### config.mk
export PLATFORM = sky130hd
export DESIGN_NAME = multicycle_controller_flat
export DESIGN_NICKNAME = d
export VERILOG_FILES = /design/src/rtl/multicycle_controller_if.sv /design/src/rtl/multicycle_controller.sv /design/src/flat_wrapper.sv
export SDC_FILE = /design/constraint.sdc
export NUM_CORES = 1
export LEC_CHECK = 0
export ABC_CLOCK_PERIOD_IN_PS = 2800
export BUFFER_PORTS_ARGS = -buffer_cell sky130_fd_sc_hd__clkbuf_2
export CORE_MARGIN = 8
export CORE_UTILIZATION = 47
export DETAILED_ROUTE_END_ITERATION = 8
export PLACE_DENSITY_LB_ADDON = 0.2
export SYNTH_ARGS = -nofsm -noshare
export SYNTH_HDL_FRONTEND = slang
export SYNTH_SLANG_ARGS = --single-unit
### constraint.sdc
create_clock -name clk -period 2.8 [get_ports clk]
set_clock_uncertainty 0.05 [all_clocks]
set_input_delay 0.28 -clock clk [delete_from_list [all_inputs] [get_ports clk]]
set_output_delay 0.28 -clock clk [all_outputs]
set_load 0.02 [all_outputs]
### src/rtl/multicycle_controller_if.sv
// multicycle_controller_if: control/handshake bundle between the controller (master) and the datapath/memory (slave)
interface multicycle_controller_if;
  logic [6:0] op;
  logic       mem_ready;
  logic       mem_req, MemWrite, AdrSrc, IRWrite, PCUpdate, Branch, RegWrite;
  logic [1:0] ResultSrc, ALUSrcA, ALUSrcB, ALUOp, ImmSrc;
  modport master (
    input  op, mem_ready,
    output mem_req, MemWrite, AdrSrc, IRWrite, PCUpdate, Branch, RegWrite,
    output ResultSrc, ALUSrcA, ALUSrcB, ALUOp, ImmSrc
  );
  modport slave (
    output op, mem_ready,
    input  mem_req, MemWrite, AdrSrc, IRWrite, PCUpdate, Branch, RegWrite,
    input  ResultSrc, ALUSrcA, ALUSrcB, ALUOp, ImmSrc
  );
endinterface

### src/rtl/multicycle_controller.sv
// multicycle_controller: multi-cycle RV32I control FSM; MULTICYCLE_IMM_ALU_EN adds the I-type ALU path (EXECUTEI)
module multicycle_controller #(
  parameter int CNT_W   = 32,
  parameter int STATE_W = 4
) (
  input  logic                   clk,
  input  logic                   rst,
  multicycle_controller_if.master bus,
  output logic                   illegal,
  output logic [CNT_W-1:0]       retired,
  output logic [STATE_W-1:0]     state_dbg
);
  typedef enum logic [3:0] {
    FETCH, DECODE, MEMADR, MEMREAD, MEMWRITE, MEMWB, EXECUTER, ALUWB, BEQ, FAULT
`ifdef MULTICYCLE_IMM_ALU_EN
    , EXECUTEI
`endif
  } state_t;
  localparam logic [6:0] OP_LW  = 7'b0000011;
  localparam logic [6:0] OP_SW  = 7'b0100011;
  localparam logic [6:0] OP_R   = 7'b0110011;
  localparam logic [6:0] OP_BEQ = 7'b1100011;
  localparam logic [6:0] OP_I   = 7'b0010011;
  state_t           state_q, state_d;
  logic [CNT_W-1:0] retired_q, retired_d;
  logic             req, mw, adr, irw, pcu, br, rw;
  logic [1:0]       rs, sa, sb, aop;
  always_ff @(posedge clk or negedge rst)
    if (!rst) begin
      state_q   <= FETCH;
      retired_q <= '0;
    end else begin
      state_q   <= state_d;
      retired_q <= retired_d;
    end
  always_comb begin
    state_d = state_q;
    {req, mw, adr, irw, pcu, br, rw} = '0;
    rs  = 2'b00;
    sa  = 2'b00;
    sb  = 2'b00;
    aop = 2'b00;
    case (state_q)
      FETCH: begin
        req = 1'b1;
        irw = bus.mem_ready;
        pcu = bus.mem_ready;
        rs  = 2'b10;
        sb  = 2'b10;
        if (bus.mem_ready) state_d = DECODE;
      end
      DECODE: begin
        sa = 2'b01;
        sb = 2'b01;
        if (bus.op == OP_LW || bus.op == OP_SW) state_d = MEMADR;
        else if (bus.op == OP_R) state_d = EXECUTER;
        else if (bus.op == OP_BEQ) state_d = BEQ;
`ifdef MULTICYCLE_IMM_ALU_EN
        else if (bus.op == OP_I) state_d = EXECUTEI;
`endif
        else state_d = FAULT;
      end
      MEMADR: begin
        sa = 2'b10;
        sb = 2'b01;
        state_d = bus.op == OP_LW ? MEMREAD : bus.op == OP_SW ? MEMWRITE : FAULT;
      end
      MEMREAD: begin
        req = 1'b1;
        adr = 1'b1;
        if (bus.mem_ready) state_d = MEMWB;
      end
      MEMWRITE: begin
        req = 1'b1;
        mw  = 1'b1;
        adr = 1'b1;
        if (bus.mem_ready) state_d = FETCH;
      end
      MEMWB: begin
        rs = 2'b01;
        rw = 1'b1;
        state_d = FETCH;
      end
      EXECUTER: begin
        sa  = 2'b10;
        aop = 2'b10;
        state_d = ALUWB;
      end
`ifdef MULTICYCLE_IMM_ALU_EN
      EXECUTEI: begin
        sa  = 2'b10;
        sb  = 2'b01;
        aop = 2'b10;
        state_d = ALUWB;
      end
`endif
      ALUWB: begin
        rw = 1'b1;
        state_d = FETCH;
      end
      BEQ: begin
        sa  = 2'b10;
        aop = 2'b01;
        br  = 1'b1;
        state_d = FETCH;
      end
      FAULT: state_d = FAULT;
      default: state_d = FETCH;
    endcase
    retired_d = (state_d == FETCH && state_q inside {MEMWRITE, MEMWB, ALUWB, BEQ}) ? retired_q + CNT_W'(1) : retired_q;
  end
  // Outputs are gated by rst so they drop the instant reset asserts, not on the next edge.
  assign bus.mem_req   = rst & req;
  assign bus.MemWrite  = rst & mw;
  assign bus.AdrSrc    = rst & adr;
  assign bus.IRWrite   = rst & irw;
  assign bus.PCUpdate  = rst & pcu;
  assign bus.Branch    = rst & br;
  assign bus.RegWrite  = rst & rw;
  assign bus.ResultSrc = rst ? rs : 2'b00;
  assign bus.ALUSrcA   = rst ? sa : 2'b00;
  assign bus.ALUSrcB   = rst ? sb : 2'b00;
  assign bus.ALUOp     = rst ? aop : 2'b00;
  assign bus.ImmSrc    = !rst ? 2'b00 : bus.op == OP_SW ? 2'b01 : bus.op == OP_BEQ ? 2'b10 : 2'b00;
  assign illegal       = rst & (state_q == FAULT);
  assign retired       = retired_q;
  assign state_dbg     = STATE_W'(state_q);
endmodule

### src/flat_wrapper.sv
// flat-port wrapper written by rule: the top's interface ports become plain ports
module multicycle_controller_flat 
#(
  parameter int CNT_W   = 32,
  parameter int STATE_W = 4
)
  (clk, rst, illegal, retired, state_dbg, bus_op, bus_mem_ready, bus_mem_req, bus_MemWrite, bus_AdrSrc, bus_IRWrite, bus_PCUpdate, bus_Branch, bus_RegWrite, bus_ResultSrc, bus_ALUSrcA, bus_ALUSrcB, bus_ALUOp, bus_ImmSrc);
  multicycle_controller_if bus_i ();
  input  logic clk;
  input  logic rst;
  output logic illegal;
  output logic [CNT_W-1:0] retired;
  output logic [STATE_W-1:0] state_dbg;
  input wire logic [$bits(bus_i.op)-1:0] bus_op;
  input wire logic [$bits(bus_i.mem_ready)-1:0] bus_mem_ready;
  output wire logic [$bits(bus_i.mem_req)-1:0] bus_mem_req;
  output wire logic [$bits(bus_i.MemWrite)-1:0] bus_MemWrite;
  output wire logic [$bits(bus_i.AdrSrc)-1:0] bus_AdrSrc;
  output wire logic [$bits(bus_i.IRWrite)-1:0] bus_IRWrite;
  output wire logic [$bits(bus_i.PCUpdate)-1:0] bus_PCUpdate;
  output wire logic [$bits(bus_i.Branch)-1:0] bus_Branch;
  output wire logic [$bits(bus_i.RegWrite)-1:0] bus_RegWrite;
  output wire logic [$bits(bus_i.ResultSrc)-1:0] bus_ResultSrc;
  output wire logic [$bits(bus_i.ALUSrcA)-1:0] bus_ALUSrcA;
  output wire logic [$bits(bus_i.ALUSrcB)-1:0] bus_ALUSrcB;
  output wire logic [$bits(bus_i.ALUOp)-1:0] bus_ALUOp;
  output wire logic [$bits(bus_i.ImmSrc)-1:0] bus_ImmSrc;
  assign bus_i.op = bus_op;
  assign bus_i.mem_ready = bus_mem_ready;
  assign bus_mem_req = bus_i.mem_req;
  assign bus_MemWrite = bus_i.MemWrite;
  assign bus_AdrSrc = bus_i.AdrSrc;
  assign bus_IRWrite = bus_i.IRWrite;
  assign bus_PCUpdate = bus_i.PCUpdate;
  assign bus_Branch = bus_i.Branch;
  assign bus_RegWrite = bus_i.RegWrite;
  assign bus_ResultSrc = bus_i.ResultSrc;
  assign bus_ALUSrcA = bus_i.ALUSrcA;
  assign bus_ALUSrcB = bus_i.ALUSrcB;
  assign bus_ALUOp = bus_i.ALUOp;
  assign bus_ImmSrc = bus_i.ImmSrc;
  multicycle_controller #(.CNT_W(CNT_W), .STATE_W(STATE_W)) u_core (.clk(clk), .rst(rst), .bus(bus_i), .illegal(illegal), .retired(retired), .state_dbg(state_dbg));
endmodule
* After elaboration in Yosys (flattened, before gate mapping)
Index checks and enable logic that the tools add are counted.
** Cells by class
- Reductions and logical operators :: 10
- Muxes and demuxes :: 26
- $add $sub $neg :: 1
- Eq/ne operators :: 13
- Bitwise logic cells :: 7
** Operators by type and width (count)
- 32-bit by 1-bit adder with 32-bit output, second input constant :: 1
- 4-bit two-way mux :: 7
- 4-bit one-hot mux with 7 select lines :: 1
- 4-bit by 3-bit == test with 1-bit output, second input constant :: 4
- 2-bit one-hot mux with 2 select lines :: 4
- 7-bit by 6-bit == test with 1-bit output, second input constant :: 2
- 2-bit two-way mux :: 7
- 4-bit by 2-bit == test with 1-bit output, second input constant :: 2
- 4-bit == test, second input constant :: 2
- 4-bit logical NOT :: 2
- 1-bit bitwise AND :: 7
- 7-bit by 2-bit == test with 1-bit output, second input constant :: 1
- 7-bit == test, second input constant :: 1
- 1-bit two-way mux :: 7
- 2-bit OR reduction :: 3
- 3-bit OR reduction :: 2
- 4-bit by 1-bit == test with 1-bit output, second input constant :: 1
- 4-bit nonzero test :: 1
- 1-bit logical AND :: 1
- 1-bit logical OR :: 1
** Storage, ports and cells
- Flip-flop bits (word level) :: 36
- Output and inout port bits :: 54
- Word-level logic and storage cells :: 59
- Input port bits :: 10

* Logic depth before layout (Yosys ltp)
- Word-level depth :: 7
- Mapped depth :: 7
- Mapped depth without buffers :: 6

* Worst setup path before layout
No wires, ideal clock.
- Path kind :: reg-to-output
- Start :: register u_core.state_q[2], in the netlist u_core.state_dbg[2]
- End :: output port bus_PCUpdate
- Required time :: 2.470 ns
- Setup slack :: 0.449 ns
- Cell stages (with the launch flop) :: 7
- Arrival :: 2.021 ns
- Path buffers :: 2
- Path through :: dfrtp_1 buf_4 nor2_1 nand2_1 nor3_1 and2_1 buf_4
** On the way
- Word-level cells in the longest chain between the ends :: 3
** RTL lines
- start: declaration :: line multicycle_controller.sv:24 : state_t state_q, state_d;
- start signal: assignment :: line multicycle_controller.sv:33 : state_q <= state_d;
- 4-bit logical NOT
- 1-bit two-way mux
- 1-bit bitwise AND
- end: declaration :: line flat_wrapper.sv:20 : output wire logic [$bits(bus_i.PCUpdate)-1:0] bus_PCUpdate;
No other way between the ends.

* Worst setup path after layout
- Start :: register u_core.state_q[1], in the netlist u_core.state_dbg[1]
- End :: register u_core.retired_q[12], in the netlist u_core.retired[12]
** On the way
- Word-level cells in the longest chain between the ends :: 4
- Elaborated cells on any way between the ends :: 17
- Classes of those cells :: eq/ne (9); mux (4); reduce/logical (4)
** RTL lines
- 4-bit == test (tied with other cells) :: line multicycle_controller.sv:43 : case (state_q)
- 4-bit one-hot mux with 7 select lines :: line multicycle_controller.sv:43
- 4-bit logical NOT :: line multicycle_controller.sv:110 : retired_d = (state_d == FETCH && state_q inside {MEMWRITE, MEMWB, ALUWB, BEQ}) ? retired_q + CNT_W'(1) : retir ...
- 1-bit logical AND (*) :: line multicycle_controller.sv:110
- end signal: assignment :: line multicycle_controller.sv:34 : retired_q <= retired_d;
- end: declaration :: line multicycle_controller.sv:25 : logic [CNT_W-1:0] retired_q, retired_d;
Mark *: on every way between the ends. The rest lies on a longest branch, timed or not.
A chain may end at the register's enable or synchronous reset.

==> flow_metrics.env <==
export IMPL_status="completed"
export IMPL_post_drt_wl_per_cell_um=14.2
export IMPL_grt_max_degree=38
export IMPL_final_util_pct=58.4
export IMPL_ys_seq_elements=36
export IMPL_hold_viol_final=0
export IMPL_finish_instance_area_sq_um=2470
export IMPL_final_cells=316
export IMPL_numClockSinks=36
export IMPL_hold_class="in -> async"
export IMPL_hpwl_um=3520
export IMPL_drc_errors=0
export IMPL_numCtsBuffers=5
export IMPL_ys_seq_area_share_pct=44.6
export IMPL_syn2layout_area_growth_pct=22.3
export IMPL_fp_dieArea_sq_um=6660
export IMPL_irDropWorstVdd_v=0.000467
export IMPL_period_share_pct=78.3
export IMPL_place_area_sq_um=2360
export IMPL_die_h_um=81.6
export IMPL_maxSlewViolCount=0
export IMPL_wirelength_um=4500
export IMPL_cp_arrival_ns=2.31
export IMPL_io_pins=64
export IMPL_filler_cell_count=377
export IMPL_ant_nets=0
export IMPL_grt_pass1_vias=1678
export IMPL_worstMarginPinSlew_ns=0.787
export IMPL_die_w_um=81.6
export IMPL_crit_required_ns=2.91
export IMPL_synth_top_area_share_pct=44.6
export IMPL_routabilityCongestion=0.790
export IMPL_nNetsFinal=274
export IMPL_layout_common_cells="clkbuf_2 (63), dfrtp_1 (36), nand2_1 (26)"
export IMPL_synth_edf_count=0
export IMPL_place_inst=308
export IMPL_placementRows=24
export IMPL_overflow=0
export IMPL_cts_resized=0
export IMPL_antenna_found_initial=0
export IMPL_num_vias=1646
export IMPL_viasPerCell=5.21
export IMPL_powerDensity_nw_per_um2=706
export IMPL_avgSynthCellArea_sq_um=10.1
export IMPL_cts_root_buf="clkbuf_8"
export IMPL_synth_area_sq_um=2020
export IMPL_htree_levels=2
export IMPL_start_util_pct=47.8
export IMPL_track_usage_pct=14.0
export IMPL_synth_largest_area_cell="dfrtp_1"
export IMPL_reg2reg_slack_ns=0.61
export IMPL_drtPass1Iterations=4
export IMPL_layout_drive_gt1_share_pct=31.1
export IMPL_clk_insertion_delay_late_ns=0.28
export IMPL_cts_hold_buf=0
export IMPL_core_sq_um=4230
export IMPL_layout_min_cycle_time_ns=2.19
export IMPL_ys_flop_type="dfrtp_1"
export IMPL_p_leak_uw=0.00124
export IMPL_clock_fmax_mhz=456
export IMPL_drtIter0Drc=57
export IMPL_postCtsSetupBuffers=0
export IMPL_cp_end_kind="register"
export IMPL_max_slew_margin_rel_pct=47.5
export IMPL_r2r_cells=5
export IMPL_ys_warn_count=0
export IMPL_grt_pass1_wl_um=7450
export IMPL_layout_commonest_cell="clkbuf_2"
export IMPL_fin_tns_setup_ns=0
export IMPL_synth_nets=211
export IMPL_n_antenna_cell=0
export IMPL_synth_cell_type_count=42
export IMPL_synthCells=200
export IMPL_synth_area_leaders="dfrtp_1 (45%), xnor2_1 (10%), nand2_1 (4.8%), xor2_1 (3.5%), nand4_1 (3.4%)"
export IMPL_cap_violations=0
export IMPL_worstSetupStartpointType="register"
export IMPL_multi_input_area_sq_um=1060
export IMPL_path_clk_slew_ns=0.07
export IMPL_portBuffers=63
export IMPL_clock_path_buffers=2
export IMPL_finalSetupViolCount=0
export IMPL_path_class="reg -> reg"
export IMPL_cts_tree="yes"
export IMPL_regArea_sq_um=901
export IMPL_rsz0062_at_grt="no"
export IMPL_path_max_fanout=16
export IMPL_async_reset_ff_share_pct=100
report_power, final:
part	switching [uW]	internal, uW	leakage, uW	total [uW]
combinational	384	223	0.000697	607
clock	190	263	0.0000541	453
sequential	105	579	0.000489	684
total	679	1070	0.00124	1740
worst max-delay path, stage by stage (launching register included):
cell and delay [ns]:
dfrtp_1 0.63, nor2_1 0.19, a221oi_4 0.74, or2_4 0.26, nor2_1 0.06, xor2_1 0.14
cell type report:
cell class	instances	share of cell area, %
Clock buffer	5	2.78
Clock inverter	3	1.72
Inverter	4	0.607
Multi-Input combinational cell	152	42.8
Sequential cell	36	36.4
Tap cell	52	2.63
Timing Repair Buffer	64	13.1
state kept, by name, indices dropped and copies added (netlist names):
name / cells
u_core.state_dbg: 4
u_core.retired: 32
routing by layer:
layer  part of all wire (%)  vias up  track usage (%)  routed length (um)
met2                     47       48             22.8                2100
met1                     46      763             17.8                2070
met3                    5.9        5             3.17                 265
met4                    1.4        0             5.26                  63
met5                      0        -                0                   0
li1                       -      830                -                   -
through the flow:
stage	setup slack [ns]	total power, uW	hold slack [ns]
floorplan	0.449	1150	-0.0656
global placement	0.683	1300	0.410
detailed placement	0.604	1310	0.431
CTS	0.585	1760	0.128
global route	0.422	1850	0.156
finish	0.607	1740	0.100
Yosys cell counts (all sizes together), types with 3 or more instances:
cell and number:
nor4 7, and3 7, nor2 15, clkbuf 4, o21ai 3, inv 4
nand3 11, nor3 6, xnor2 23, nand4 11, buf 4, dfrtp 36
nand2 26, nand2b 4, xor2 8, nor2b 3, and4 4
final timing paths:
check / start / to
hold reg to reg: u_core.retired[23] / u_core.retired[23]
setup / recovery: u_core.state_dbg[1] / u_core.retired[12]
setup reg to reg: u_core.state_dbg[1] / u_core.retired[12]
hold / removal: rst / u_core.retired[1]
min in group clk: bus_op[4] / u_core.state_dbg[3]
max in group asynchronous: rst / u_core.retired[11]
cells by family (layout without fill, tap and decap cells):
logic type / after synthesis / after routing / share of synthesized area (%)
and+or+nand+nor: 103 / 103 / 30.8
DFF: 36 / 36 / 44.6
xor gates and xnor gates: 31 / 31 / 13.4
AOI/OAI and AO/OA: 14 / 14 / 5.94
buffers and inverters: 12 / 76 / 3.16
muxes: 3 / 3 / 1.55
adders and majority gates: 1 / 1 / 0.619
No activity file was read; power rests on OpenSTA's default activity.
